<file path="src/rtl/hssim_pkg.sv">
// hssim_pkg: shared constants and types for the HSSIM index pipeline.
// Holds stabiliser defaults, datapath widths and the divider tag layout.
package hssim_pkg;

  localparam logic [17:0] C1_DEF = 18'd7;
  localparam logic [17:0] C2_DEF = 18'd59;

  localparam int unsigned MU_W          = 8;
  localparam int unsigned SIG_W         = 17;
  localparam int unsigned NUM_W         = 37;
  localparam int unsigned SSIM_W        = 10;
  localparam int unsigned FRAC_BITS_DEF = 8;
  localparam int unsigned ACC_W_DEF     = 32;
  localparam int unsigned HSSIM_IDX_LAT = 12;

  typedef struct packed {
    logic sign;
    logic last;
  } hdiv_tag_t;

endpackage

</file>
<file path="src/rtl/hdiv_pipe.sv">
// hdiv_pipe: pipelined restoring divider, one quotient bit per stage,
// with a valid/tag sideband and an overflow flag for quotients >= 2^Q_W.
module hdiv_pipe #(
  parameter int unsigned DVD_W = 44,
  parameter int unsigned DIV_W = 37,
  parameter int unsigned Q_W   = 9,
  parameter int unsigned TAG_W = 2
) (
  input  logic             clk,
  input  logic             rst,
  input  logic             i_valid,
  input  logic [DVD_W-1:0] i_dividend,
  input  logic [DIV_W-1:0] i_divisor,
  input  logic [TAG_W-1:0] i_tag,
  output logic             o_valid,
  output logic [Q_W-1:0]   o_quot,
  output logic             o_ovf,
  output logic [TAG_W-1:0] o_tag
);
  localparam int unsigned R_W = (DVD_W > DIV_W + Q_W) ? DVD_W : DIV_W + Q_W;

  logic             r_valid [Q_W];
  logic             r_ovf   [Q_W];
  logic [R_W-1:0]   r_rem   [Q_W];
  logic [DIV_W-1:0] r_den   [Q_W];
  logic [Q_W-1:0]   r_quo   [Q_W];
  logic [TAG_W-1:0] r_tag   [Q_W];

  logic             w_valid [Q_W];
  logic             w_ovf   [Q_W];
  logic [R_W-1:0]   w_rem   [Q_W];
  logic [DIV_W-1:0] w_den   [Q_W];
  logic [Q_W-1:0]   w_quo   [Q_W];
  logic [TAG_W-1:0] w_tag   [Q_W];
  logic [R_W-1:0]   w_trial [Q_W];
  logic             w_ge    [Q_W];

  // Overflow is decided once up front; later stages rely on rem < den << (bit+1).
  always_comb begin
    w_valid[0] = i_valid;
    w_ovf[0]   = R_W'(i_dividend) >= (R_W'(i_divisor) << Q_W);
    w_rem[0]   = R_W'(i_dividend);
    w_den[0]   = i_divisor;
    w_quo[0]   = '0;
    w_tag[0]   = i_tag;
    for (int s = 1; s < Q_W; s++) begin
      w_valid[s] = r_valid[s-1];
      w_ovf[s]   = r_ovf[s-1];
      w_rem[s]   = r_rem[s-1];
      w_den[s]   = r_den[s-1];
      w_quo[s]   = r_quo[s-1];
      w_tag[s]   = r_tag[s-1];
    end
  end

  always_comb begin
    for (int s = 0; s < Q_W; s++) begin
      w_trial[s] = R_W'(w_den[s]) << (Q_W - 1 - s);
      w_ge[s]    = w_rem[s] >= w_trial[s];
    end
  end

  always_ff @(posedge clk) begin
    for (int s = 0; s < Q_W; s++) begin
      if (rst) r_valid[s] <= 1'b0;
      else     r_valid[s] <= w_valid[s];
      r_ovf[s] <= w_ovf[s];
      r_rem[s] <= w_ge[s] ? w_rem[s] - w_trial[s] : w_rem[s];
      r_den[s] <= w_den[s];
      r_quo[s] <= {w_quo[s][Q_W-2:0], w_ge[s]};
      r_tag[s] <= w_tag[s];
    end
  end

  assign o_valid = r_valid[Q_W-1];
  assign o_quot  = r_quo[Q_W-1];
  assign o_ovf   = r_ovf[Q_W-1];
  assign o_tag   = r_tag[Q_W-1];

endmodule

</file>
<file path="src/rtl/hssim_index_pipe.sv">
// hssim_index_pipe: streaming SSIM index (Q1.8), 12-cycle latency, plus frame sum/count.
// Build option HSSIM_CLAMP_NEG_EN forces negative indices (and their accumulation) to zero.
module hssim_index_pipe
  import hssim_pkg::*;
#(
  parameter logic [17:0] C1        = C1_DEF,
  parameter logic [17:0] C2        = C2_DEF,
  parameter int unsigned FRAC_BITS = FRAC_BITS_DEF,
  parameter int unsigned ACC_W     = ACC_W_DEF
) (
  input  logic                     clk,
  input  logic                     rst,
  input  logic                     in_valid,
  input  logic                     in_last,
  input  logic [MU_W-1:0]          mu_ref,
  input  logic [MU_W-1:0]          mu_dist,
  input  logic signed [SIG_W-1:0]  sig_ref_sqrd,
  input  logic signed [SIG_W-1:0]  sig_dist_sqrd,
  input  logic signed [SIG_W-1:0]  sig_refdist,
  output logic                     out_valid,
  output logic signed [SSIM_W-1:0] ssim_idx,
  output logic                     frame_valid,
  output logic signed [ACC_W-1:0]  frame_sum,
  output logic [23:0]              frame_cnt
);
  localparam int unsigned MAG_W = NUM_W - 1;
  localparam int unsigned DVD_W = MAG_W + FRAC_BITS;
  localparam int unsigned Q_W   = FRAC_BITS + 1;
  localparam logic [Q_W-1:0] SAT = Q_W'(1) << FRAC_BITS;

  logic [17:0] w_mr, w_md;
  logic [18:0] w_vr, w_vd;
  assign w_mr = 18'(mu_ref);
  assign w_md = 18'(mu_dist);
  assign w_vr = sig_ref_sqrd[SIG_W-1]  ? '0 : {2'b00, sig_ref_sqrd};
  assign w_vd = sig_dist_sqrd[SIG_W-1] ? '0 : {2'b00, sig_dist_sqrd};

  logic               r_s1_valid, r_s1_last;
  logic [17:0]        r_a, r_d1;
  logic signed [18:0] r_b;
  logic [18:0]        r_d2;

  always_ff @(posedge clk) begin
    if (rst) begin
      r_s1_valid <= 1'b0;
      r_s1_last  <= 1'b0;
    end else begin
      r_s1_valid <= in_valid;
      r_s1_last  <= in_valid & in_last;
    end
    r_a  <= ((w_mr * w_md) << 1) + C1;
    r_b  <= {sig_refdist[SIG_W-1], sig_refdist, 1'b0} + 19'(C2);
    r_d1 <= w_mr * w_mr + w_md * w_md + C1;
    r_d2 <= w_vr + w_vd + 19'(C2);
  end

  // A is always positive, so |NUM| = A*|B| and the sign of NUM is the sign of B.
  logic [18:0]      w_babs;
  logic             r_s2_valid, r_s2_last, r_s2_sign;
  logic [MAG_W-1:0] r_num_mag;
  logic [NUM_W-1:0] r_den;
  assign w_babs = r_b[18] ? -r_b : r_b;

  always_ff @(posedge clk) begin
    if (rst) begin
      r_s2_valid <= 1'b0;
      r_s2_last  <= 1'b0;
    end else begin
      r_s2_valid <= r_s1_valid;
      r_s2_last  <= r_s1_last;
    end
    r_s2_sign <= r_b[18];
    r_num_mag <= MAG_W'(r_a) * MAG_W'(w_babs);
    r_den     <= NUM_W'(r_d1) * NUM_W'(r_d2);
  end

  logic [DVD_W-1:0] w_dividend;
  hdiv_tag_t        w_tag_in, w_tag_out;
  logic             w_d_valid, w_d_ovf;
  logic [Q_W-1:0]   w_d_quo;
  assign w_dividend = DVD_W'(r_num_mag) << FRAC_BITS;
  assign w_tag_in   = '{sign: r_s2_sign, last: r_s2_last};

  hdiv_pipe #(
    .DVD_W(DVD_W),
    .DIV_W(NUM_W),
    .Q_W  (Q_W),
    .TAG_W($bits(hdiv_tag_t))
  ) u_div (
    .clk       (clk),
    .rst       (rst),
    .i_valid   (r_s2_valid),
    .i_dividend(w_dividend),
    .i_divisor (r_den),
    .i_tag     (w_tag_in),
    .o_valid   (w_d_valid),
    .o_quot    (w_d_quo),
    .o_ovf     (w_d_ovf),
    .o_tag     (w_tag_out)
  );

  logic [Q_W-1:0]           w_mag;
  logic signed [SSIM_W-1:0] w_idx, w_out;
  assign w_mag = (w_d_ovf || (w_d_quo > SAT)) ? SAT : w_d_quo;
  assign w_idx = w_tag_out.sign ? -SSIM_W'(w_mag) : SSIM_W'(w_mag);
`ifdef HSSIM_CLAMP_NEG_EN
  assign w_out = w_idx[SSIM_W-1] ? '0 : w_idx;
`else
  assign w_out = w_idx;
`endif

  logic                    r_out_valid, r_frame_valid;
  logic signed [SSIM_W-1:0] r_ssim;
  logic signed [ACC_W-1:0] r_run_sum, r_frame_sum, w_sum_nxt;
  logic [23:0]             r_run_cnt, r_frame_cnt, w_cnt_nxt;
  assign w_sum_nxt = r_run_sum + ACC_W'(w_out);
  assign w_cnt_nxt = r_run_cnt + 24'd1;

  // Frame totals include the last pixel; running totals restart in the same cycle.
  always_ff @(posedge clk) begin
    if (rst) begin
      r_out_valid   <= 1'b0;
      r_frame_valid <= 1'b0;
      r_ssim        <= '0;
      r_run_sum     <= '0;
      r_run_cnt     <= '0;
      r_frame_sum   <= '0;
      r_frame_cnt   <= '0;
    end else begin
      r_out_valid   <= w_d_valid;
      r_frame_valid <= 1'b0;
      if (w_d_valid) begin
        r_ssim <= w_out;
        if (w_tag_out.last) begin
          r_frame_sum   <= w_sum_nxt;
          r_frame_cnt   <= w_cnt_nxt;
          r_run_sum     <= '0;
          r_run_cnt     <= '0;
          r_frame_valid <= 1'b1;
        end else begin
          r_run_sum <= w_sum_nxt;
          r_run_cnt <= w_cnt_nxt;
        end
      end
    end
  end

  assign out_valid   = r_out_valid;
  assign ssim_idx    = r_ssim;
  assign frame_valid = r_frame_valid;
  assign frame_sum   = r_frame_sum;
  assign frame_cnt   = r_frame_cnt;

endmodule
</file>
<file path="config.mk">
export PLATFORM = sky130hd
export DESIGN_NAME = hssim_index_pipe
export DESIGN_NICKNAME = d
export VERILOG_FILES = /design/src/rtl/hssim_pkg.sv /design/src/rtl/hdiv_pipe.sv /design/src/rtl/hssim_index_pipe.sv
export SDC_FILE = /design/constraint.sdc
export NUM_CORES = 2
export LEC_CHECK = 0
export ABC_AREA = 0
export CAP_MARGIN = 20
export CORE_UTILIZATION = 40
export DETAILED_ROUTE_END_ITERATION = 16
export GPL_ROUTABILITY_DRIVEN = 0
export PLACE_DENSITY = 0.53
export SETUP_SLACK_MARGIN = 0.15
export SYNTH_ARGS = -nofsm -noshare
export SYNTH_HDL_FRONTEND = slang
export SYNTH_SLANG_ARGS = --single-unit
</file>
<file path="constraint.sdc">
create_clock -name clk -period 18.35 [get_ports clk]
set_input_delay 3.67 -clock clk [delete_from_list [all_inputs] [get_ports clk]]
set_output_delay 3.67 -clock clk [all_outputs]
set_load 0.005 [all_outputs]
</file>
==> run summary <==
For this run, asynchronously set or reset flops after synthesis account for 0. The maximum number of pins on one net before global-route repair is 97. Counting the fill cells in the layout gives 17.5k.

The number of maximum-capacitance violations came out at 0. The number of library cell types mapped by synthesis came out at 92. The total number of vias is 53.3k. Of the total synthesized cell area, the portion taken by AND, OR, NAND and NOR gates is 0.149. In the routed layout, each cell is associated on average with a via count of 4.98. The worst setup path is launched from an input pin. For the pin with the worst max-slew slack, the measured transition is 1140 ps. The total setup violations reported at the end of the flow came out at 0. Leaving out fill and tap cells, the most frequent cell in the layout is sky130_fd_sc_hd__inv_1. The quantity of I/O buffers inserted on ports is 138. The number of nets in the synthesized netlist is 9,633.

The tree is rooted in a sky130_fd_sc_hd__clkbuf_16. Dividing the final minimum period by the clock period gives 0.519. The hold buffer count at CTS is 0. The worst slew slack as a fraction of its limit came out at 0.239. The register-to-register path setup slack came out at 10,290 ps. The number of levels in the clock H-tree is 3.

In this run the count of I/O pins placed on the die edge is 139. The final antenna-violating net count came out at 0. The core region is 179,000 sq um.

TritonCTS built the clock tree. Buffers added to address setup during post-CTS repair amount to 0. For this run, the leading register cell type out of synthesis is sky130_fd_sc_hd__dfxtp_1. The multi-input combinational cells in the finished layout cover a total of 47,400 sq um. For the final database, setup skew stands at 74.0 ps. The final count of hold timing violations is 0.

The area taken by flip-flops and latches is 19,400 sq um. The total placed instance area is 76,300 sq um. The aggregate global routing overflow is 0.

For this run, the top clock speed supported by timing is 105 MHz. Of the cells placed in the final design, the portion with a size suffix greater than 1 is 0.0414. The number of CTS-inserted buffers came out at 108. The initial antenna violation count is 1. The total count of max-transition violations in the final report came to 0.

The DRC violations left came out at 0. The minimum clock period after layout came out at 9530 ps. Of the total synthesized cell area, the portion taken by XOR and XNOR cells is 0.0582. The latest clock arrival within the worst-skew pair came out at 730 ps. The wire length of the first global-routing pass is 279,000 um. The clock edge transition at the registers on the reported setup and hold paths is 60 ps.

The total of flip-flops plus latches after synthesis came out at 971. In the layout the commonest cells are sky130_fd_sc_hd__inv_1 (1,250), sky130_fd_sc_hd__dfxtp_1 (971), sky130_fd_sc_hd__nand2_1 (841). At the worst endpoint, the arrival time is 10,080 ps. The adder and majority cell fraction of the synthesized area came out at 0.305.

The worst setup path is captured at a flip-flop. The floorplan die width came out at 427 um. The count of synthesis-stage warnings from yosys came out at 0. The post-layout instance area came out at 80,100 sq um. Setup repair after global routing left no endpoint under its margin. The post-synthesis compound-gate area fraction came out at 0.134. The run finished with clean final reports. The area growth from synthesis to layout is 10.8%. The class of the most critical setup path is in -> reg. Synthesis produced 8,181 cells. The number of global-route vias before repair is 54.3k.

The full die area came out at 183,000 sq um. The number of sinks driven by the clock tree is 971. For this run, the total global-route usage over all layers was measured as 0.188.

The netlist area before placement came out at 72,300 sq um. The chip height is 427 um. The total length of routed wires is 171,000 um. The buffer depth of the longest clock path is 3.

The post-synthesis sequential area ratio is 0.269. The mean instance size in the synthesized netlist is 8.84 sq um. The final-stage net count came out at 9,708. The wire-length estimate of the detail-placed layout is 136,000 um. The effective utilization at floorplan came out at 0.404. The count of instances resized after the clock tree is built is 0. The class of the tightest hold or removal check is reg -> reg.

The site row count came out at 155. Measured against the total synthesized area, the mux share comes to 0.00707. For this run, the detailed router's first-pass iteration total came to 6. The setup TNS after final layout is 0 ps. The number of synthesized flops with an enable pin is 0.

The count of routing violations after the opening detailed-route iteration is 2,659. The combinational family with the most area after synthesis is adder cells. Of all nets on the critical path, the largest fanout is 17.

The data required time of the critical path is 18,900 ps. The average wire per cell in the routed design came out at 16.0 um.
[metal layers]
layer,up-vias,track usage,part of all wire
met5,-,0,0
li1,26818,-,-
met4,0,0.0736,0.041
met3,266,0.0219,0.033
met1,25326,0.240,0.45
met2,905,0.324,0.47
[state kept, by name (all words and copies together) (netlist names), 9 cells and up]
register       cells
r_b               18
u_div.r_valid      9
u_div.r_den      288
frame_sum         32
r_run_sum         32
u_div.r_ovf        9
r_num_mag         35
r_den             36
frame_cnt         24
u_div.r_rem      331
r_d2              18
u_div.r_tag       18
u_div.r_quo       45
r_a               17
r_d1              18
r_run_cnt         24
ssim_idx          10
[synthesized netlist by cell type, drive strengths merged, types with 8 or more instances]
cell | instances | area share
a211o | 10 | 0.0012
a211oi | 51 | 0.0054
a21boi | 25 | 0.0026
a21o | 226 | 0.024
a21oi | 489 | 0.034
a221oi | 14 | 0.0019
a22oi | 31 | 0.0032
a31o | 8 | 0.00097
a31oi | 34 | 0.0030
a41oi | 9 | 0.0011
and2 | 346 | 0.030
and3 | 53 | 0.0046
and4 | 8 | 0.00097
buf | 32 | 0.0022
clkbuf | 199 | 0.010
dfxtp | 971 | 0.27
fa | 636 | 0.18
ha | 745 | 0.13
inv | 1253 | 0.065
mux2 | 33 | 0.0051
mux2i | 14 | 0.0019
nand2 | 841 | 0.044
nand2b | 86 | 0.0074
nand3 | 93 | 0.0064
nand3b | 10 | 0.0010
nand4 | 62 | 0.0054
nor2 | 439 | 0.023
nor2b | 106 | 0.0092
nor3 | 88 | 0.0061
nor3b | 11 | 0.0011
nor4 | 32 | 0.0029
o211ai | 21 | 0.0022
o21a | 57 | 0.0059
o21ai | 400 | 0.028
o21bai | 50 | 0.0052
o22ai | 8 | 0.00069
o31a | 11 | 0.0013
o31ai | 38 | 0.0041
o41ai | 8 | 0.0011
or2 | 21 | 0.0019
or3 | 27 | 0.0023
or4 | 12 | 0.0012
xnor2 | 276 | 0.033
xor2 | 205 | 0.025
[layout make-up]
cell class | count | area share
antenna | 5 | 0.000156
clock buffer | 149 | 0.0388
clock inverter | 53 | 0.00865
inverter | 1255 | 0.0588
multi-input combinational | 5724 | 0.591
sequential | 971 | 0.243
tap | 2355 | 0.0368
timing repair buffer | 196 | 0.0229
[worst max-delay path, stage by stage]
cell and delay [ps]:
sky130_fd_sc_hd__clkdlybuf4s50_1 810, sky130_fd_sc_hd__nand2_1 290, sky130_fd_sc_hd__inv_1 90, sky130_fd_sc_hd__fa_1 510, sky130_fd_sc_hd__inv_1 60, sky130_fd_sc_hd__fa_1 520, sky130_fd_sc_hd__inv_1 50, sky130_fd_sc_hd__fa_1 490
sky130_fd_sc_hd__inv_1 50, sky130_fd_sc_hd__fa_1 470, sky130_fd_sc_hd__inv_1 50, sky130_fd_sc_hd__fa_1 500, sky130_fd_sc_hd__fa_1 490, sky130_fd_sc_hd__ha_1 330, sky130_fd_sc_hd__a21boi_0 240, sky130_fd_sc_hd__o21ai_0 150
sky130_fd_sc_hd__a21boi_0 270, sky130_fd_sc_hd__o21ai_0 130, sky130_fd_sc_hd__nand2b_1 150, sky130_fd_sc_hd__a311oi_1 140, sky130_fd_sc_hd__o41ai_1 370, sky130_fd_sc_hd__a21oi_1 130, sky130_fd_sc_hd__xnor2_1 130
[cells by family (layout without fill, tap and decap cells)]
family | Yosys count | in the layout
compound gates | 1560 | 1560
xor+xnor | 481 | 481
fa+ha+maj | 1381 | 1381
buf+inv | 1486 | 1653
flops | 971 | 971
mux | 47 | 47
other cells | 0 | 5
simple gates | 2255 | 2255
[path summary, 6_finish.rpt]
kind / from / end / depth (start not counted)
max: mu_ref[1] / r_d1[16] / 23
min: r_den[33] / u_div.r_den[0][33] / 0
max reg2reg: r_b[18] / r_num_mag[35] / 24
min reg2reg: r_den[33] / u_div.r_den[0][33] / 0
[per-stage QoR]
step | utilization | hold slack (ps) | setup WS (ps) | instances
detailed placement | 0.426 | 312 | 8140 | 10500
floorplan | - | 310 | 9320 | 8181
finish | 0.448 | 316 | 8820 | 10708
CTS | 0.447 | 317 | 8850 | 10702
global placement | 0.426 | 310 | 8150 | 10498
global route | 0.448 | 327 | 8410 | 10706
Power is left out: the tool's default activity adds up to more than one toggle a clock period on the data nets, which glitch-free logic cannot reach.
